## src/rtl/prio_enc_q.sv

```systemverilog
// prio_enc_q: queued priority encoder with a valid/ready output stage.
// Requests accumulate in a pending register and are issued one index per
// accepted handshake. By default selection is fixed priority (highest set
// index wins). Define PRIO_ENC_Q_RR_EN to select round-robin arbitration with
// a rotating search pointer instead.
module prio_enc_q #(
   parameter int unsigned N = 8,
   parameter int unsigned W = $clog2(N)
) (
   input  logic                     clk,
   input  logic                     rst,
   input  logic                     en,
   input  logic [N-1:0]             req,
   output logic                     out_valid,
   input  logic                     out_ready,
   output logic [W-1:0]             out_idx,
   output logic [$clog2(N+1)-1:0]   pend_cnt,
   output logic                     any_pend
);

   localparam int unsigned CW = $clog2(N + 1);

   logic [N-1:0]  pend_q, pend_d;
   logic          valid_q, valid_d;
   logic [W-1:0]  idx_q, idx_d;
   logic [N-1:0]  cand;
   logic          load;
   logic [W-1:0]  sel;
   logic [CW-1:0] cnt;

   assign cand = pend_q | (en ? req : '0);
   assign load = !valid_q || out_ready;

`ifdef PRIO_ENC_Q_RR_EN
   logic [W-1:0] ptr_q, ptr_d;

   // Round-robin: first set candidate searching upward from ptr, wrapping at N.
   always_comb begin
      logic        found;
      int unsigned j;
      sel   = '0;
      found = 1'b0;
      j     = 0;
      for (int unsigned k = 0; k < N; k++) begin
         j = k + 32'(ptr_q);
         if (j >= N) begin
            j = j - N;
         end
         if (!found && cand[W'(j)]) begin
            sel   = W'(j);
            found = 1'b1;
         end
      end
   end

   // Pointer moves just past the index issued on every load.
   always_comb begin
      ptr_d = ptr_q;
      if (load && (|cand)) begin
         ptr_d = (sel == W'(N - 1)) ? '0 : sel + W'(1);
      end
   end

   // Pointer register.
   always_ff @(posedge clk or posedge rst) begin
      if (rst) begin
         ptr_q <= '0;
      end else begin
         ptr_q <= ptr_d;
      end
   end
`else
   // Fixed priority: highest set candidate index wins (last match overrides).
   always_comb begin
      sel = '0;
      for (int unsigned i = 0; i < N; i++) begin
         if (cand[i]) begin
            sel = W'(i);
         end
      end
   end
`endif

   // Next state: load a new offer when the output is free or being accepted,
   // otherwise hold the offer and just fold new requests into pending.
   always_comb begin
      valid_d = valid_q;
      idx_d   = idx_q;
      pend_d  = cand;
      if (load) begin
         if (|cand) begin
            valid_d     = 1'b1;
            idx_d       = sel;
            pend_d[sel] = 1'b0;
         end else begin
            valid_d = 1'b0;
            idx_d   = '0;
            pend_d  = '0;
         end
      end
   end

   // State registers.
   always_ff @(posedge clk or posedge rst) begin
      if (rst) begin
         pend_q  <= '0;
         valid_q <= 1'b0;
         idx_q   <= '0;
      end else begin
         pend_q  <= pend_d;
         valid_q <= valid_d;
         idx_q   <= idx_d;
      end
   end

   // Population count of waiting requests.
   always_comb begin
      cnt = '0;
      for (int unsigned i = 0; i < N; i++) begin
         cnt = cnt + CW'(pend_q[i]);
      end
   end

   assign out_valid = valid_q;
   assign out_idx   = idx_q;
   assign pend_cnt  = cnt;
   assign any_pend  = valid_q | (|pend_q);

endmodule

```

## config.mk

```make
export PLATFORM = sky130hd
export DESIGN_NAME = prio_enc_q
export DESIGN_NICKNAME = d
export VERILOG_FILES = /design/src/rtl/prio_enc_q.sv
export SDC_FILE = /design/constraint.sdc
export NUM_CORES = 1
export LEC_CHECK = 0
export CAP_MARGIN = 20
export CELL_PAD_IN_SITES_DETAIL_PLACEMENT = 1
export CELL_PAD_IN_SITES_GLOBAL_PLACEMENT = 1
export CORE_MARGIN = 4
export CORE_UTILIZATION = 38
export CTS_CLUSTER_SIZE = 12
export DETAILED_ROUTE_END_ITERATION = 16
export PLACE_DENSITY_LB_ADDON = 0.05
export SLEW_MARGIN = 10
export SYNTH_ARGS = -nofsm -noshare
export SYNTH_HDL_FRONTEND = slang
export SYNTH_SLANG_ARGS = --single-unit
```

## constraint.sdc

```tcl
create_clock -name clk -period 4.63 [get_ports clk]
set_input_delay 0.463 -clock clk [delete_from_list [all_inputs] [get_ports clk]]
set_output_delay 0.463 -clock clk [all_outputs]
set_load 0.1 [all_outputs]
```

==> results.md, run 1 <==
- The source of the worst register-to-register timing path is pend_q[6].
- The wire length after detailed routing is 2070 µm.
- The initial utilization of the core area, before any placement, comes to 40.6%.
- During I/O placement, the number of pins put on the boundary was 21.
- The first-pass detailed-route iteration total is 2.
- Once placement finished, the instance area stood at 1030 µm².
- The number of fill cells in the layout is 237.
- Sorting the synthesized cells by area gives the leading types as sky130_fd_sc_hd__dfrtp_1, sky130_fd_sc_hd__fa_1, sky130_fd_sc_hd__ha_1, sky130_fd_sc_hd__a21oi_1, sky130_fd_sc_hd__inv_1.
- Yosys printed 0 warnings.
- Yosys mapped a number of flops with a built-in enable equal to 0.
- After the first detailed-routing iteration, the DRC count stood at 12.
- The number of buffers inserted by post-CTS setup repair is 0.
- In the synthesized netlist, the number of instances is 84.
- The tree is rooted in a sky130_fd_sc_hd__clkbuf_4.
- The overall die width is 54.3 µm.
- The length in cells of the worst reg-to-reg path is 4.
- For this design the ratio of total power to cell area is 608 nW/µm².
- The worst slew margin relative to its limit is 35.4%.
- Adding up every negative setup slack in the final design gives 0 ps.
- The clock network burns 12.9% of the power.
- The worst register-to-register path ends at out_valid.
- Once the clock tree was built, the resizer swapped 0 gates to a different size.
- Across the run, the number of max-cap violations was 0.
- The sequential fraction of the synthesis area is 36.9%.
- The count of final max-slew check failures came to 0.
- Yosys mapped the design onto 29 distinct sky130hd cell types.
- The level count of the clock H-tree is 1.
- The sequential cell fraction of total power is 18.7%.
- The async set or reset register ratio after synthesis is 100%.
- The detailed-route via count is 696.
- The number of antenna violations at the first check in global routing is 0.
- The share of layout cells above drive strength 1 is 15.0%.
- For this run, the leading register cell type out of synthesis is sky130_fd_sc_hd__dfrtp_1.
- Counting flops and latches in the post-synthesis netlist gives 12.
- The TritonCTS clock tree is yes.
- The final clock skew is 8.37 ps.
- After layout, the minimum clock period comes to 3810 ps.
- Combinational logic burns 68.4% of the power.
- The area of the core is 2000 µm².
- Setup repair after global routing left no endpoint under its margin.
- The later pin in the worst-skew pair is clocked with a latency of 270 ps.
- The via count of the first global-routing pass is 773.
- The repair_antennas step left the layout with diodes totalling 0.
- The area of the die is 2940 µm².
- The maximum vdd drop is 0.936 mV.
- The average wire per cell in the routed design is 15.4 µm.
- Dividing the detail-routed via count by the number of cells gives 5.19.
- The total setup violations reported at the end of the flow is 0.
- The count of buffers added on input and output ports is 20.
- The worst endpoint data arrival time is 3350 ps.
- For the worst setup path, the data required time is 4170 ps.
- The leakage power figure is 0.000466 µW.
- At the pin with the least slew margin, the transition time is 966 ps.
- The share of Yosys cell area claimed by the top area cell type is 36.9%.
- Synthesis produced a netlist with a net count of 104.
- The finished cells cover 1060 µm².
- The internal power of the cells totals 261 µW.
- The die height is 54.3 µm.
- The global-route wire length before repair is 3620 µm.
- The CTS clock-pin slew for the worst setup and hold paths is 80 ps.
- STA classifies the critical path endpoint as an output port.
- Timing would allow up to 0.262 GHz.
- The number of buffers added by the clock tree synthesis step is 3.
- The total routing usage reported by global routing is 17.3%.
- The final count of hold timing violations is 0.
- The flow ran to the end, and the final reports show no timing, DRC or antenna violations.
- The initialized floorplan defines 16 standard-cell rows.
- In this run, post-CTS hold repair placed 0 buffers.
- The worst setup path is launched from a flip-flop.
- The summed instance area of the synthesized netlist is 813 µm².
- In this run the remaining antenna-violating nets after routing total 0.
- No sink is reached through more buffers than the 2 on the longest clock path.
- For this run, design rule violations remaining after detail routing come to 0.
- After legalization and detailed placement, the total HPWL measured 1670 µm.
- The critical-path maximum fanout is 3.
- Global routing finished with a remaining overflow of 0.
- After synthesis, the mean cell area works out to 9.68 µm².
- At the end of the flow, the number of nets in the layout was 128.
- The class of the tightest hold or removal check is in2async.
- Summed over all nets, the switching power comes to 386 µW.
- The leading area contributor after synthesis is sky130_fd_sc_hd__dfrtp_1.
- From synthesis to final layout, the design area changed by 30.6%.
- The final weighted congestion in routability-driven placement is 0.750.
- The tree built by TritonCTS fans out to 12 sinks.
- Entering global routing, the biggest net connects 16 pins.
- Of the total power, the share spent switching nets is 59.7%.
- By startpoint and endpoint, the worst setup path is classified as reg2out.
- The final period utilization is 82.4%.
- The minimum setup slack among reg-to-reg paths is 3220 ps.
[kinds of logic after synthesis]
| logic type | Yosys count | synth area share, % |
|---|---|---|
| AND/OR/NAND/NOR | 22 | 15.8 |
| AO/OA/AOI/OAI | 28 | 23.2 |
| buffers and inverters | 13 | 6.92 |
| flip-flops | 12 | 36.9 |
| adder cells (fa/ha/maj) | 8 | 16.0 |
| XOR/XNOR | 1 | 1.08 |
[cells in the final DEF (no fill, tap or decap), types with 3 or more instances in the layout]
master,count
sky130_fd_sc_hd__nand2_1,4
sky130_fd_sc_hd__ha_1,4
sky130_fd_sc_hd__a31oi_1,4
sky130_fd_sc_hd__dfrtp_1,12
sky130_fd_sc_hd__nor2_1,6
sky130_fd_sc_hd__a21oi_1,9
sky130_fd_sc_hd__fa_1,4
sky130_fd_sc_hd__inv_1,12
sky130_fd_sc_hd__clkdlybuf4s50_1,16
sky130_fd_sc_hd__buf_4,4
sky130_fd_sc_hd__o21ai_0,3
sky130_fd_sc_hd__clkbuf_4,3
[power by group through the flow]
stage                     sequential (µW)  combinational, µW  clock (µW)
final                                 121                442        83.2
after global routing                  123                467        92.0
after CTS                             121                449        86.7
after detailed placement              123                447           0
after global placement                123                431           0
after floorplan                       144                340           0
[worst max path at each step]
stage	start	to	slack, ps	depth (start not counted)
finish	pend_q[0]	pend_cnt[2]	820	9
global route	pend_q[0]	pend_cnt[2]	670	9
CTS	pend_q[0]	pend_cnt[2]	790	9
detailed placement	pend_q[0]	pend_cnt[2]	1100	9
global placement	pend_q[0]	pend_cnt[2]	1240	9
floorplan	pend_q[0]	pend_cnt[2]	260	8
[flip-flops by register name (all words and copies together), names as in the netlist]
signal,flops
pend_q,8
out_idx,3
out_valid,1
[cell usage after synthesis, drive strengths merged, types with 2 or more instances]
library cell  count
o211ai            2
fa                4
o21ai             6
and3              2
a21oi            10
a31oi             5
a21o              2
nor2              6
ha                4
inv              12
nand4             2
dfrtp            12
nor2b             2
nand2             5
[critical path, cell delays in order, from the launching register on]
cell,delay (ps)
sky130_fd_sc_hd__dfrtp_1,380
sky130_fd_sc_hd__inv_1,90
sky130_fd_sc_hd__fa_1,560
sky130_fd_sc_hd__fa_1,430
sky130_fd_sc_hd__fa_1,490
sky130_fd_sc_hd__inv_1,40
sky130_fd_sc_hd__ha_1,200
sky130_fd_sc_hd__fa_1,400
sky130_fd_sc_hd__xor2_1,180
sky130_fd_sc_hd__buf_4,310
[stage by stage]
stage / hold slack, ps / instances / setup WS, ps / power [µW] / util (%)
after detailed placement: 484 / 130 / 1100 / 570 / 51.2
after global routing: 517 / 134 / 668 / 682 / 53.1
after global placement: 476 / 130 / 1240 / 554 / 51.2
after CTS: 507 / 134 / 794 / 656 / 53.1
final: 497 / 134 / 816 / 646 / 53.1
after floorplan: 328 / 84 / 265 / 483 / -
[layout make-up]
cell class | instances | area (µm²) | area share [%]
Tap cell | 27 | 33.8 | 3.18
Multi-Input combinational cell | 59 | 457 | 43.0
Clock buffer | 4 | 36.3 | 3.42
Inverter | 12 | 45.0 | 4.24
Timing Repair Buffer | 20 | 190 | 17.9
Sequential cell | 12 | 300 | 28.3
[per-layer routing]
layer / vias up / global-route usage [%] / wire [µm]
met4: 0 / 6.22 / 10
met2: 17 / 28.7 / 995
met5: - / 0 / 0
met1: 342 / 22.9 / 964
li1: 335 / - / -
met3: 2 / 2.45 / 98
No activity file was read; power rests on OpenSTA's default activity.
==> run 2: changes to the inputs <==
- CORE_UTILIZATION: 38 -> 35
- clock period: 4.63 -> 3.6 ns (I/O delays scaled with it)
==> run 2 against run 1 <==
Against the previous run: hold slack worse by 110 ps; sequential power up 28%; critical path depth decreased by 1; core utilization fell by 0.57 points; cell count up 3.0%; flip-flop and latch count did not move; via count grew 2.2%; total power is 56% higher; first-iteration DRC count rose by 17%; clock power increased by 35%; die area increased by 7.3%; critical endpoint is now pend_cnt[1]; largest power group unchanged.
==> results.md, run 2 (same netlist as run 1, synthesis figures left out) <==
- The run finished with clean final reports.
- The area of the core is 2210 µm² (+10%).
- The final period utilization is 96.7%.
- The worst slew margin relative to its limit is 35.2% (-0.12 points).
- CTS placed an instance of sky130_fd_sc_hd__clkbuf_4 at the clock tree root.
- The switching share of power is 53.1% (-6.5 points).
- The final weighted congestion in routability-driven placement is 0.735 (-2.0%).
- The total congestion overflow after global routing is 0 (unchanged).
- The maximum number of pins on one net before global-route repair was 16 (unchanged).
- The maximum count of clock buffers along a single path is 2 (unchanged).
- The remaining antenna violation count is 0 (unchanged).
- The initial core utilization came to 36.8% (-3.9 points).
- In the layout the commonest cells are sky130_fd_sc_hd__clkdlybuf4s50_1, sky130_fd_sc_hd__dfrtp_1, sky130_fd_sc_hd__a21oi_1, sky130_fd_sc_hd__inv_1, sky130_fd_sc_hd__nor2_1.
- TritonCTS built the clock tree.
- The share of the core filled with cells in the final layout was 52.5% (-0.57 points).
- The data required time of the worst path was 3240 ps (-930 ps).
- The iteration-0 DRC count of the detailed router is 14 (+2).
- The total setup violations reported at the end of the flow is 0 (unchanged).
- The sum of negative setup slack is 0 ps (unchanged).
- The post-placement cell area came to 1090 µm² (+6.0%).
- The destination of the worst register-to-register timing path is pend_q[3].
- The maximum vdd drop was 0.803 mV (-14%).
- The area growth from synthesis to layout is 42.8%.
- The critical-path maximum fanout is 2 (-1).
- The transition time at the pin with the least slew margin came to 968 ps (+1.83 ps).
- The final count of hold timing violations is 0 (unchanged).
- The most flop-heavy register is pend_q.
- The first-pass detailed-route iteration total is 5 (+3).
- The number of antenna violations at the first check in global routing came to 0 (unchanged).
- The combinational share of power came to 73.4% (+5.0 points).
- The total routing usage reported by global routing came to 15.1% (-2.2 points).
- The number of buffers added by the clock tree synthesis step is 3 (unchanged).
- The number of flip-flops under the largest register name was 8 (unchanged).
- The half-perimeter wire length after placement is 1720 µm (+3.5%).
- The worst setup path is launched from a flip-flop.
- The via count of the first global-routing pass is 798 (+3.2%).
- The source of the worst register-to-register timing path is pend_q[2].
- The wire length after detailed routing was 2140 µm (+3.3%).
- The worst endpoint data arrival time was 3120 ps (-230 ps).
- The max capacitance violation total is 0 (unchanged).
- The power per standard cell area came to 866 nW/µm² (+42%).
- The class of the tightest hold or removal check is in2async.
- The critical path is of the reg2out type.
- The internal cell power is 471 µW (+81%).
- The count of final max-slew check failures came to 0 (unchanged).
- The level count of the clock H-tree is 1 (unchanged).
- The termination of the worst setup path is pend_cnt[1].
- The clock sink total is 12 (unchanged).
- Counting I/O delays and the setup requirement, the final critical path takes 3480 ps.
- The die height is 56.2 µm (+3.6%).
- The number of core rows was 17 (+1).
- The number of placed I/O pins is 21 (unchanged).
- STA classifies the critical path endpoint as an output port.
- The number of fill cells in the layout is 259 (+9.3%).
- The leakage power figure is 0.000492 µW (+5.7%).
- Based on the critical path, the design can be clocked at up to 0.287 GHz.
- The minimum setup slack among reg-to-reg paths is 2180 ps (-1040 ps).
- The via density per instance is 5.15 (-0.81%).
- The share of layout cells above drive strength 1 is 23.6% (+8.7 points).
- The average wire per cell in the routed design came to 15.5 µm (+0.34%).
- The remaining routing DRC violations is 0 (unchanged).
- The share of total power in the clock network is 11.1% (-1.8 points).
- The final clock skew is 6.43 ps (-1.95 ps).
- The post-route standard cell area excluding fillers is 1160 µm² (+9.3%).
- The switching power summed over all nets was 534 µW (+39%).
- The overall die width was 56.2 µm (+3.6%).
- The area of the die is 3160 µm² (+7.3%).
- The sequential cell fraction of total power was 15.5% (-3.2 points).
- The CTS clock-pin slew for the worst setup and hold paths is 80 ps (about the same).
- The timing startpoint of the critical path is pend_q[0].
- The quantity of hold-fixing buffers added after cts is 0 (unchanged).
- The global-route wire length before repair is 3710 µm (+2.5%).
- The length in cells of the worst reg-to-reg path was 4 (unchanged).
- The detailed-route via count is 711 (+2.2%).
- The clock latency of the later-clocked register in the worst-skew pair came to 280 ps (about the same).
- The antenna diode instance count is 0 (unchanged).
- Leaving out fill and tap cells, the most frequent cell in the layout is sky130_fd_sc_hd__clkdlybuf4s50_1.
- The number of buffer cells added on primary ports was 20 (unchanged).
- The final layout net count came to 131 (+2.3%).
==> run 2: cell count changes in the layout (fill, tap and decap cells not counted), sizes merged <==
| cell | previous run | this run |
|---|---|---|
| buf | 4 | 7 |
==> run 2: final cells by class <==
type	count	area, µm²	area share (%)
tap	28	35.0	3.02
multi-input combinational	59	482	41.5
inverter	12	45.0	3.88
sequential	12	300	25.9
timing repair buffer	23	263	22.6
clock buffer	4	36.3	3.13
==> run 2: how the worst min path moves through the flow <==
| stage | startpoint | end | cells past startpoint | slack (ps) |
|---|---|---|---|---|
| finish | rst | out_idx[2] | 2 | 380 |
| detailed placement | out_idx[1] | out_idx[1] | 1 | 480 |
| global route | rst | out_idx[2] | 2 | 420 |
| CTS | rst | out_idx[2] | 2 | 400 |
| floorplan | rst | out_idx[0] | 1 | 220 |
| global placement | out_idx[1] | out_idx[1] | 1 | 470 |
==> run 2: layer usage <==
layer | track usage, % | wire length (µm)
met2 | 24.2 | 1030
met4 | 7.80 | 59
met5 | 0 | 0
met3 | 3.71 | 138
met1 | 18.7 | 909
==> run 2: power by group through the flow <==
stage / combinational [µW] / sequential, µW / clock (µW)
4_1_cts: 727 / 156 / 115
6_report: 738 / 155 / 112
2_1_floorplan: 449 / 185 / 0
3_5_place_dp: 720 / 158 / 0
5_1_grt: 774 / 158 / 122
3_3_place_gp: 704 / 158 / 0
==> run 2: per-stage QoR <==
stage | total power [µW] | setup slack, ps | hold WS [ps] | instances
final | 1010 | 118 | 385 | 138
after global routing | 1050 | -12.4 | 419 | 138
after floorplan | 634 | -168 | 225 | 84
after CTS | 998 | 9.47 | 400 | 135
after detailed placement | 879 | 241 | 484 | 131
after global placement | 862 | 319 | 473 | 131
==> run 2: worst max-delay path: stages (launching register included) <==
cell and delay, ps:
sky130_fd_sc_hd__dfrtp_1 360, sky130_fd_sc_hd__inv_2 50, sky130_fd_sc_hd__fa_1 550, sky130_fd_sc_hd__fa_1 420, sky130_fd_sc_hd__fa_1 510, sky130_fd_sc_hd__inv_2 50, sky130_fd_sc_hd__ha_4 160, sky130_fd_sc_hd__fa_2 560
sky130_fd_sc_hd__buf_12 180
==> run 2: what timing repair did <==
action	4_1_cts	5_1_grt
gates cloned	0	0
pin swaps	1	1
setup buffers	0	3
endpoints found under the setup margin	1	2
resized for setup	1	5
